File: config.mk
export PLATFORM = sky130hd
export DESIGN_NAME = pipe_stage_reg
export DESIGN_NICKNAME = d
export VERILOG_FILES = /design/src/rtl/pipe_pkg.sv /design/src/rtl/pipe_skid_buf.sv /design/src/rtl/pipe_stage_reg.sv
export SDC_FILE = /design/constraint.sdc
export NUM_CORES = 1
export LEC_CHECK = 0
export BUFFER_PORTS_ARGS = -buffer_cell sky130_fd_sc_hd__buf_2
export CAP_MARGIN = 20
export CORE_AREA = 2 2 113 115
export DETAILED_ROUTE_END_ITERATION = 8
export DIE_AREA = 0 0 115 117
export HOLD_SLACK_MARGIN = 0.12
export PLACE_DENSITY = 0.81
export SKIP_LAST_GASP = 1
export SLEW_MARGIN = 5
export SYNTH_ARGS = -nofsm -noshare
export SYNTH_HDL_FRONTEND = slang
export SYNTH_SLANG_ARGS = --single-unit
File: constraint.sdc
create_clock -name clk -period 3.9 [get_ports clk]
set_input_delay 0.195 -clock clk [delete_from_list [all_inputs] [get_ports clk]]
set_output_delay 0.195 -clock clk [all_outputs]
set_load 0.05 [all_outputs]
File: src/rtl/pipe_pkg.sv
// Shared definitions for the RV32I inter-stage pipeline registers: bundle layout,
// derived bundle widths, default bubble kill mask and the skid-buffer state encoding.
package pipe_pkg;

  localparam int unsigned XLEN     = 32;
  localparam int unsigned PC_W     = 8;
  localparam int unsigned RF_IDX_W = 5;

  // Control bundle layout (bit offsets / field widths)
  localparam int unsigned CTRL_JUMP_BIT    = 0;
  localparam int unsigned CTRL_BRANCH_BIT  = 1;
  localparam int unsigned CTRL_WEN_RF_BIT  = 2;
  localparam int unsigned CTRL_EN_DMEM_BIT = 3;
  localparam int unsigned CTRL_WB_OFS      = 4;
  localparam int unsigned CTRL_WB_W        = 2;
  localparam int unsigned CTRL_FUNC_OFS    = 6;
  localparam int unsigned CTRL_FUNC_W      = 3;
  localparam int unsigned CTRL_ALU_OFS     = 9;
  localparam int unsigned CTRL_ALU_W       = 4;
  localparam int unsigned CTRL_DMEM_WE_BIT = 13;
  localparam int unsigned CTRL_IMM_OFS     = 14;
  localparam int unsigned CTRL_IMM_W       = 2;

  localparam int unsigned PIPE_CTRL_W = CTRL_IMM_OFS + CTRL_IMM_W;
  // rf1, rf2, imm, two PCs, rd/rs1/rs2
  localparam int unsigned PIPE_DATA_W = 3 * XLEN + 2 * PC_W + 3 * RF_IDX_W;

  // Bits whose spurious assertion in a bubble would change architectural state
  localparam logic [PIPE_CTRL_W-1:0] PIPE_KILL_MASK = PIPE_CTRL_W'(
      (1 << CTRL_JUMP_BIT) | (1 << CTRL_BRANCH_BIT) |
      (1 << CTRL_WEN_RF_BIT) | (1 << CTRL_EN_DMEM_BIT));

  typedef enum logic [1:0] {
    SKID_EMPTY = 2'd0,
    SKID_ONE   = 2'd1,
    SKID_TWO   = 2'd2
  } skid_state_e;

endpackage

File: src/rtl/pipe_skid_buf.sv
// Skid entry and occupancy FSM for pipe_stage_reg; tells the top when to load its main
// register (from the input or from the skid entry) and when to turn it into a bubble.
module pipe_skid_buf
  import pipe_pkg::*;
#(
  parameter int unsigned CTRL_W = PIPE_CTRL_W,
  parameter int unsigned DATA_W = PIPE_DATA_W
) (
  input  logic              clk,
  input  logic              rst_n,
  input  logic              inValid,
  input  logic [CTRL_W-1:0] inCtrl,
  input  logic [DATA_W-1:0] inData,
  input  logic              flush,
  input  logic              outValid,
  input  logic              outReady,
  output logic              inReady,
  output logic              mainLd,
  output logic              mainClr,
  output logic [CTRL_W-1:0] ldCtrl,
  output logic [DATA_W-1:0] ldData
);

  skid_state_e       state, stateNext;
  logic [CTRL_W-1:0] skidCtrl;
  logic [DATA_W-1:0] skidData;
  logic              skidLd;
  logic              inXfer, outXfer;

  assign inXfer  = inValid & inReady;
  assign outXfer = outValid & outReady;

  // NOTE: sequential state uses non-blocking assignments only, so every flop samples pre-edge values.
  // NOTE: the skid payload is reset too, so nothing undefined is ever muxed onto the main register.
  always_ff @(posedge clk or negedge rst_n) begin
    if (!rst_n) begin
      state    <= SKID_EMPTY;
      inReady  <= 1'b1;
      skidCtrl <= '0;
      skidData <= '0;
    end else begin
      state   <= stateNext;
      inReady <= (stateNext != SKID_TWO);
      if (skidLd) begin
        skidCtrl <= inCtrl;
        skidData <= inData;
      end
    end
  end

  // NOTE: every always_comb output gets a default first, so no path can infer a latch.
  always_comb begin
    stateNext = state;
    if (flush) begin
      stateNext = SKID_EMPTY;
    end else begin
      case (state)
        SKID_EMPTY: if (inXfer) stateNext = SKID_ONE;
        SKID_ONE: begin
          if (inXfer && !outXfer)      stateNext = SKID_TWO;
          else if (outXfer && !inXfer) stateNext = SKID_EMPTY;
        end
        SKID_TWO:   if (outXfer) stateNext = SKID_ONE;
        default:    stateNext = SKID_EMPTY;
      endcase
    end
  end

  // The skid entry always drains through the main register, which keeps order intact.
  always_comb begin
    mainLd  = 1'b0;
    mainClr = 1'b0;
    skidLd  = 1'b0;
    ldCtrl  = inCtrl;
    ldData  = inData;
    case (state)
      SKID_EMPTY: mainLd = inXfer;
      SKID_ONE: begin
        mainLd  = inXfer & outXfer;
        skidLd  = inXfer & ~outXfer & ~flush;
        mainClr = outXfer & ~inXfer;
      end
      SKID_TWO: begin
        mainLd = outXfer;
        ldCtrl = skidCtrl;
        ldData = skidData;
      end
      default: ;
    endcase
  end

endmodule

File: src/rtl/pipe_stage_reg.sv
// Generic inter-stage pipeline register with valid/ready stall, flush and bubble masking.
// Define PIPE_STAGE_SKID_EN to add a skid entry and a registered in_ready.
module pipe_stage_reg
  import pipe_pkg::*;
#(
  parameter int unsigned       CTRL_W         = PIPE_CTRL_W,
  parameter int unsigned       DATA_W         = PIPE_DATA_W,
  parameter logic [CTRL_W-1:0] CTRL_KILL_MASK = '1
) (
  input  logic              clk,
  input  logic              rst_n,
  input  logic              in_valid,
  output logic              in_ready,
  input  logic [CTRL_W-1:0] in_ctrl,
  input  logic [DATA_W-1:0] in_data,
  input  logic              flush,
  output logic              out_valid,
  input  logic              out_ready,
  output logic [CTRL_W-1:0] out_ctrl,
  output logic [DATA_W-1:0] out_data
);

  logic              mainLd;
  logic              mainClr;
  logic [CTRL_W-1:0] ldCtrl;
  logic [DATA_W-1:0] ldData;

`ifdef PIPE_STAGE_SKID_EN
  pipe_skid_buf #(
    .CTRL_W (CTRL_W),
    .DATA_W (DATA_W)
  ) u_skid (
    .clk      (clk),
    .rst_n    (rst_n),
    .inValid  (in_valid),
    .inCtrl   (in_ctrl),
    .inData   (in_data),
    .flush    (flush),
    .outValid (out_valid),
    .outReady (out_ready),
    .inReady  (in_ready),
    .mainLd   (mainLd),
    .mainClr  (mainClr),
    .ldCtrl   (ldCtrl),
    .ldData   (ldData)
  );
`else
  assign in_ready = out_ready | ~out_valid;
  assign mainLd   = in_valid & in_ready;
  assign mainClr  = out_valid & out_ready;
  assign ldCtrl   = in_ctrl;
  assign ldData   = in_data;
`endif

  // Flush beats everything; a bubble clears only the kill-mask bits and keeps the payload.
  always_ff @(posedge clk or negedge rst_n) begin
    if (!rst_n) begin
      out_valid <= 1'b0;
      out_ctrl  <= '0;
      out_data  <= '0;
    end else if (flush) begin
      out_valid <= 1'b0;
      out_ctrl  <= out_ctrl & ~CTRL_KILL_MASK;
    end else if (mainLd) begin
      out_valid <= 1'b1;
      out_ctrl  <= ldCtrl;
      out_data  <= ldData;
    end else if (mainClr) begin
      out_valid <= 1'b0;
      out_ctrl  <= out_ctrl & ~CTRL_KILL_MASK;
    end
  end

endmodule
==> flow_summary.rst, run 1 <==
.. list-table::
   :header-rows: 1

   * - Metric
     - Value
   * - Time the worst path needs with I/O delays and setup
     - approximately 2500 ps
   * - Proportion of synthesized chip area in sequential cells
     - about three fifths
   * - Number of buffers inserted by hold repair at cts
     - between 100 and 150
   * - Data arrival time of the worst path
     - about 2800 ps
   * - WP data required
     - ~4200 ps
   * - Critical path class
     - reg -> reg
   * - Max frequency
     - approximately 400 MHz
   * - Initial antenna violation count
     - 0
   * - Setup TNS after final layout
     - 0 ps
   * - Unique masters post-synth
     - 17
   * - DR pass1 iterations
     - 4
   * - Number of flip-flops and latches in the synthesized netlist
     - around 140
   * - Filler instances
     - just over 700
   * - Overall power consumption
     - roughly 0.0052 W
   * - Floorplan Core Area
     - 12300 µm²
   * - Final weighted congestion of routability-driven global placement
     - 0.735
   * - Number of global-route vias before repair
     - between 5k and 6k
   * - Hold/Removal Path Class
     - in -> reg
   * - Count of instances resized after the clock tree is built
     - 0
   * - Source-to-sink clock delay at the later pin of the worst-skew pair
     - roughly 420 ps
   * - Dominant cells by area after synthesis
     - dfrtp_1 61%, mux2_2 19%, mux2_4 7.7%
   * - H-Tree Level Count
     - 4
   * - Combined flip-flop and latch cell area
     - 3600 µm²
   * - Diode insertion count for antenna repair
     - 0
   * - Post-synthesis area per instance
     - 16.1 µm²
   * - Number of setup violations in the final report
     - 0
   * - Placed cells
     - slightly below 800
   * - Total routing usage reported by global routing
     - 25.4%
   * - Placed wire-length estimate after detailed placement
     - around 9700 µm
   * - Final net count
     - ~930
   * - Count of non-filler cells in the finished layout
     - around 950
   * - Worst reg2reg setup slack
     - about 1400 ps
   * - Y dimension of the die
     - around 120 µm
   * - Smallest setup slack after layout
     - about 1400 ps
   * - Max Transition Viols Final
     - 0
   * - Post-synthesis net count
     - between 500 and 600
   * - Netlist Area Pre-Place
     - approximately 5900 µm²
   * - DIE WIDTH
     - around 120 µm
   * - Post-Route WL
     - 17200 µm
   * - Cell taking the most area after synthesis
     - dfrtp_1
   * - Number of sinks on the clock net
     - 144
   * - Instance area after placement
     - 7350 µm²
   * - Number of violations reported at the end of detailed-routing iteration 0
     - 297
   * - Pin count of the biggest net entering global routing
     - slightly above 100
   * - Number of top-level pins
     - around 290
   * - Status
     - completed
   * - Number of warnings printed during yosys synthesis
     - 0
   * - Routed length per placed instance
     - approximately 18 µm
   * - Die Outline Area
     - between 10000 and 15000 µm²
   * - Post-CTS Repair Setup Buffers
     - 0
   * - Bufs on Longest Clock Path
     - 2
   * - Layout cell share with drive strength beyond 1
     - around three fifths
   * - Congestion Overflow GR
     - 0
   * - Number of antenna-violating nets in the routed design
     - 0
   * - Detailed-route DRC error count
     - 0
   * - Final standard cell area without fillers
     - a little over 9000 µm²
   * - Combined area of the multi-input logic cells
     - a little over 2000 µm²
   * - Routed via count
     - about 4.7k
   * - Worst max-slew margin expressed relative to the limit
     - a little over a third
   * - Clock tree from TritonCTS
     - yes
   * - Wire length of the first global-routing pass
     - 26000 µm
   * - CP startpoint kind
     - register
   * - Post-synthesis instance total
     - around 370
   * - Hold violation total from the final report
     - 0
   * - Number of buffers added by the clock tree synthesis step
     - 17
   * - Number of core rows
     - a little over 40
   * - Crit path capture type
     - register
   * - Post-placement worst setup slack
     - 1430 ps
   * - Initial standard-cell utilization of the core
     - a little under half
   * - Worst IR Drop VDD
     - 0.401 mV
   * - I/O Buffers
     - 292
   * - Worst clock skew on the final layout
     - approximately 9.7 ps
   * - Commonest non-fill, non-tap cell in the layout
     - buf_2
   * - Critical Path Fanout Max
     - 64
   * - Vias per cell
     - 4.99
   * - Final period utilization
     - between 60 and 70%
   * - RSZ-0062 raised after global routing
     - false
   * - Area grow syn2layout
     - 57.5%
   * - Top library cells by usage in the layout, fill and taps aside
     - 291 x buf_2, 144 x dfrtp_1, 130 x dlygate4sd3_1
   * - Power per standard cell area
     - around 560 nW/µm²
   * - Static power due to leakage
     - 4.51 nW
   * - Cell at the root of the clock tree
     - clkbuf_16
   * - Number of max-capacitance violations reported
     - 0
   * - Area share of the largest cell type after synthesis
     - between 60% and 70%
   * - Actual transition at the worst max-transition pin
     - ~970 ps
   * - Clock Pin Slew Worst Setup and Hold Paths
     - about 60 ps
metrics by stage:
stage               utilization, %  hold slack (ps)
floorplan                        -             -101
global placement              59.7              349
detailed placement            59.7              363
CTS                           75.1              121
global route                  75.1              145
finish                        75.1              131
critical path: stages, from the launching register on:
cell,delay [ps]
dfrtp_1,530
nor2b_2,370
nor3b_4,240
buf_4,770
mux2_2,430
cells in the mapped netlist:
master	count
dfrtp_1	144
mux2_2	97
mux2_4	30
a21oi_1	16
a32oi_1	16
mux2i_1	16
or2_2	16
buf_4	9
buf_2	5
clkbuf_1	5
buf_12	3
buf_6	2
nor2_1	2
buf_8	1
inv_1	1
nor2b_2	1
nor3b_2	1
worst paths after layout:
path / startpoint / end / cells past startpoint
worst max-delay path: out_valid / out_data[57] / 4
worst min-delay path: in_ctrl[14] / out_ctrl[14] / 3
worst max register to register: out_valid / out_data[57] / 4
worst min register to register: out_data[87] / out_data[87] / 1
max in group asynchronous: rst_n / out_data[82] / 3
min in group asynchronous: rst_n / out_data[117] / 2
per-layer routing:
layer | vias up | GRT usage [%] | part of all wire (%)
met5 | - | 0 | 0
met4 | 0 | 13.0 | 3.5
met3 | 52 | 8.50 | 6.9
met2 | 212 | 46.1 | 55
met1 | 2324 | 26.2 | 35
li1 | 2142 | - | -
power by group:
| group | switching (W) | internal, W | leakage, nW |
|---|---|---|---|
| logic | 0.00119 | 0.000544 | 2.50 |
| clock network | 0.000630 | 0.000977 | 0.286 |
| registers | 0.000144 | 0.00173 | 1.72 |
sequential cells by signal (all words and copies together) (netlist names):
signal,count
out_ctrl,16
out_valid,1
out_data,127
final cells by class:
| cell class | count | area share [%] |
|---|---|---|
| Sequential cell | 144 | 39.0 |
| Timing Repair Buffer | 426 | 30.3 |
| Multi-Input combinational cell | 195 | 22.3 |
| Clock buffer | 20 | 4.94 |
| Tap cell | 150 | 2.03 |
| Clock inverter | 12 | 1.45 |
| Inverter | 1 | 0.0406 |
kinds of logic after synthesis:
group                  after synthesis  synth area share [%]
DFF                                144                  61.4
muxes                              143                  29.0
AOI/OAI and AO/OA                   32                  3.75
buffers and inverters               26                  3.62
and+or+nand+nor                     20                  2.20
Power figures use the tool's default switching activity.
==> run 2: changes to the inputs <==
ABC_AREA = 1   (was default)
CORE_AREA = default   (was 2 2 113 115)
CORE_UTILIZATION = 45   (was default)
DIE_AREA = default   (was 0 0 115 117)
PLACE_DENSITY = 0.77   (was 0.81)
clock period = 2.4 ns   (was 3.9 ns; I/O delays follow)
==> run 2 against run 1 <==
  * Global-route usage increased by 7.5 points
  * Setup slack got worse by 1000 ps
  * Non-clock buffer count increased by 21
  * Fmax is 22% higher
  * Clock skew fell by 3.7 ps
  * Die area down 2.6%
  * Synthesized cell count up 72%
  * Register-to-register slack lost 1000 ps
==> flow_summary.rst, run 2 <==
.. list-table::
   :header-rows: 1

   * - Metric
     - Value
   * - Status
     - completed
   * - Post-CTS Repair Setup Buffers
     - 0
   * - Data arrival time of the worst path
     - 2350 ps
   * - Worst reg2reg setup slack
     - 350 ps
   * - Number of setup violations in the final report
     - 0
   * - Unique masters post-synth
     - 12
   * - Initial standard-cell utilization of the core
     - 46.8%
   * - Number of buffers added by the clock tree synthesis step
     - 17
   * - Number of violations reported at the end of detailed-routing iteration 0
     - approximately 670
   * - Cell types with the highest counts after synthesis
     - 272 x nand2_1, 159 x nand3_1, 144 x dfrtp_1, 24 x buf_2, 15 x clkbuf_1
   * - DR pass1 iterations
     - 5
   * - Bufs on Longest Clock Path
     - 2
   * - Overall power consumption
     - 0.00834 W
   * - Congestion Overflow GR
     - 0
   * - Worst clock skew on the final layout
     - between 5 and 6 ps
   * - Number of flip-flops and latches in the synthesized netlist
     - ~140
   * - Routed length per placed instance
     - about 17 µm
   * - Worst IR Drop VDD
     - 0.497 mV
   * - Post-synthesis instance total
     - around 630
   * - Floorplan Core Area
     - 12200 µm²
   * - Die Outline Area
     - approximately 13000 µm²
   * - Max frequency
     - just under 500 MHz
   * - Netlist Area Pre-Place
     - around 5700 µm²
   * - Number of top-level pins
     - ~290
   * - Time the worst path needs with I/O delays and setup
     - a little over 2000 ps
   * - Number of max-capacitance violations reported
     - 0
   * - Commonest non-fill, non-tap cell in the layout
     - buf_2
   * - Initial antenna violation count
     - 1
   * - Top FF cell, synth
     - dfrtp_1
   * - Setup TNS after final layout
     - 0 ps
   * - Final weighted congestion of routability-driven global placement
     - 0.774
   * - Cell at the root of the clock tree
     - clkbuf_16
   * - Instance area after placement
     - ~7300 µm²
   * - Final Util
     - between 70% and 80%
   * - Hold violation total from the final report
     - 0
   * - Vias per cell
     - 5.27
   * - Number of core rows
     - 40
   * - Flip-flop count of the largest register after layout
     - ~130
   * - Total routing usage reported by global routing
     - approximately 33%
   * - Power per standard cell area
     - between 800 and 900 nW/µm²
   * - Clock Pin Slew Worst Setup and Hold Paths
     - 60 ps
   * - Static power due to leakage
     - approximately 5.3 nW
   * - Cell taking the most area after synthesis
     - dfrtp_1
   * - WP data required
     - between 2000 and 3000 ps
   * - Number of global-route vias before repair
     - 6615
   * - RSZ-0062 raised after global routing
     - false
   * - Number of sinks on the clock net
     - approximately 140
   * - Leading cell type by number of instances after synthesis
     - nand2_1
   * - CP startpoint kind
     - register
   * - Wire length of the first global-routing pass
     - ~33000 µm
   * - DIE WIDTH
     - 114 µm
   * - Routed via count
     - about 6.5k
   * - Worst max-slew margin expressed relative to the limit
     - 55.1%
   * - Actual transition at the worst max-transition pin
     - about 670 ps
   * - Post-synthesis area per instance
     - a little over 9 µm²
   * - Final standard cell area without fillers
     - approximately 9400 µm²
   * - Post-synthesis net count
     - 777
   * - Detailed-route DRC error count
     - 0
   * - Max Transition Viols Final
     - 0
   * - Final net count
     - between 1k and 1.5k
   * - Layout cell share with drive strength beyond 1
     - about a third
   * - H-Tree Level Count
     - 4
   * - Biggest regs
     - out_data: 127 flops, out_ctrl: 16 flops, out_valid: 1 flops
   * - Post-Route WL
     - between 20000 and 25000 µm
   * - Register bank with the most flops
     - out_data
   * - FFs w/ async S/R, synth
     - 100%
   * - Source-to-sink clock delay at the later pin of the worst-skew pair
     - around 420 ps
   * - Clock tree from TritonCTS
     - yes
   * - Area share of the largest cell type after synthesis
     - between 60 and 70%
   * - Final period utilization
     - 85.5%
   * - Hold/Removal Path Class
     - in -> async
   * - I/O Buffers
     - slightly below 300
   * - Top library cells by usage in the layout, fill and taps aside
     - 291 x buf_2, 271 x nand2_1, 159 x nand3_1
   * - Pin count of the biggest net entering global routing
     - between 100 and 150
   * - Dominant cells by area after synthesis
     - dfrtp_1 63%, nand2_1 18%, nand3_1 14%
   * - Area grow syn2layout
     - 65.3%
   * - Critical Path Fanout Max
     - around 80
   * - Number of warnings printed during yosys synthesis
     - 0
   * - Y dimension of the die
     - approximately 110 µm
   * - Placed wire-length estimate after detailed placement
     - approximately 11000 µm
   * - Number of antenna-violating nets in the routed design
     - 0
   * - Crit path capture type
     - register
   * - Count of flip-flops with a built-in enable after synthesis
     - 0
   * - Proportion of synthesized chip area in sequential cells
     - approximately 63%
   * - Count of instances resized after the clock tree is built
     - 0
   * - Critical path class
     - reg -> reg
-- run 2: cells by family (layout without fill, tap and decap cells) --
family | Yosys count | after routing | share of synthesized area, %
buf+inv | 50 | 483 | 4.22
flops | 144 | 144 | 63.3
simple gates | 434 | 434 | 32.4
compound gates | 1 | 1 | 0.0878
other cells | 0 | 2 | 0
-- run 2: per-stage QoR --
step                hold slack (ps)  worst slack, ps  std cells
floorplan                      -176              848        629
global placement                171              885       1052
detailed placement              167              846       1052
CTS                             305              372       1230
global route                    333              257       1231
finish                          286              347       1232
-- run 2: final timing paths --
kind | from | endpoint | cells after the start
setup / recovery | out_valid | out_valid | 5
hold / removal | rst_n | out_data[113] | 2
setup reg to reg | out_valid | out_valid | 5
hold reg to reg | out_data[57] | out_data[57] | 2
max in group asynchronous | rst_n | out_data[17] | 3
min in group clk | out_ready | out_data[22] | 6
-- run 2: area by class of cell --
class | instances | area (µm²)
sequential | 144 | 3600
timing repair buffer | 447 | 3060
fill | 732 | 2750
multi-input combinational | 435 | 1860
clock buffer | 22 | 484
tap | 168 | 210
clock inverter | 10 | 180
inverter | 4 | 15.0
antenna | 2 | 5.00
-- run 2: repair_timing --
action | in CTS | in global routing
setup endpoints to repair | 0 | 0
hold endpoints to repair | 212 | 0
hold buffers | 146 | 0
-- run 2: worst max-delay path: stages, from the launching register on --
cell           delay [ps]
dfrtp_1               410
nand2_4                90
buf_4                 340
buf_12                380
a21oi_1               110
dlygate4sd3_1         580
-- run 2: per-layer routing --
layer	part of all wire [%]	global-route usage, %	routed length (µm)
met2	51	58.6	10700
met1	36	35.4	7530
met5	0	0	0
met3	8.6	9.05	1820
met4	4.7	17.7	993
-- run 2: report_power, final --
part           total (W)  leakage, nW  switching (W)  internal, W
Combinational    0.00246         3.16        0.00183     0.000632
Clock            0.00294        0.322       0.000985      0.00195
Sequential       0.00295         1.80       0.000192      0.00276
Total            0.00834         5.28        0.00301      0.00534
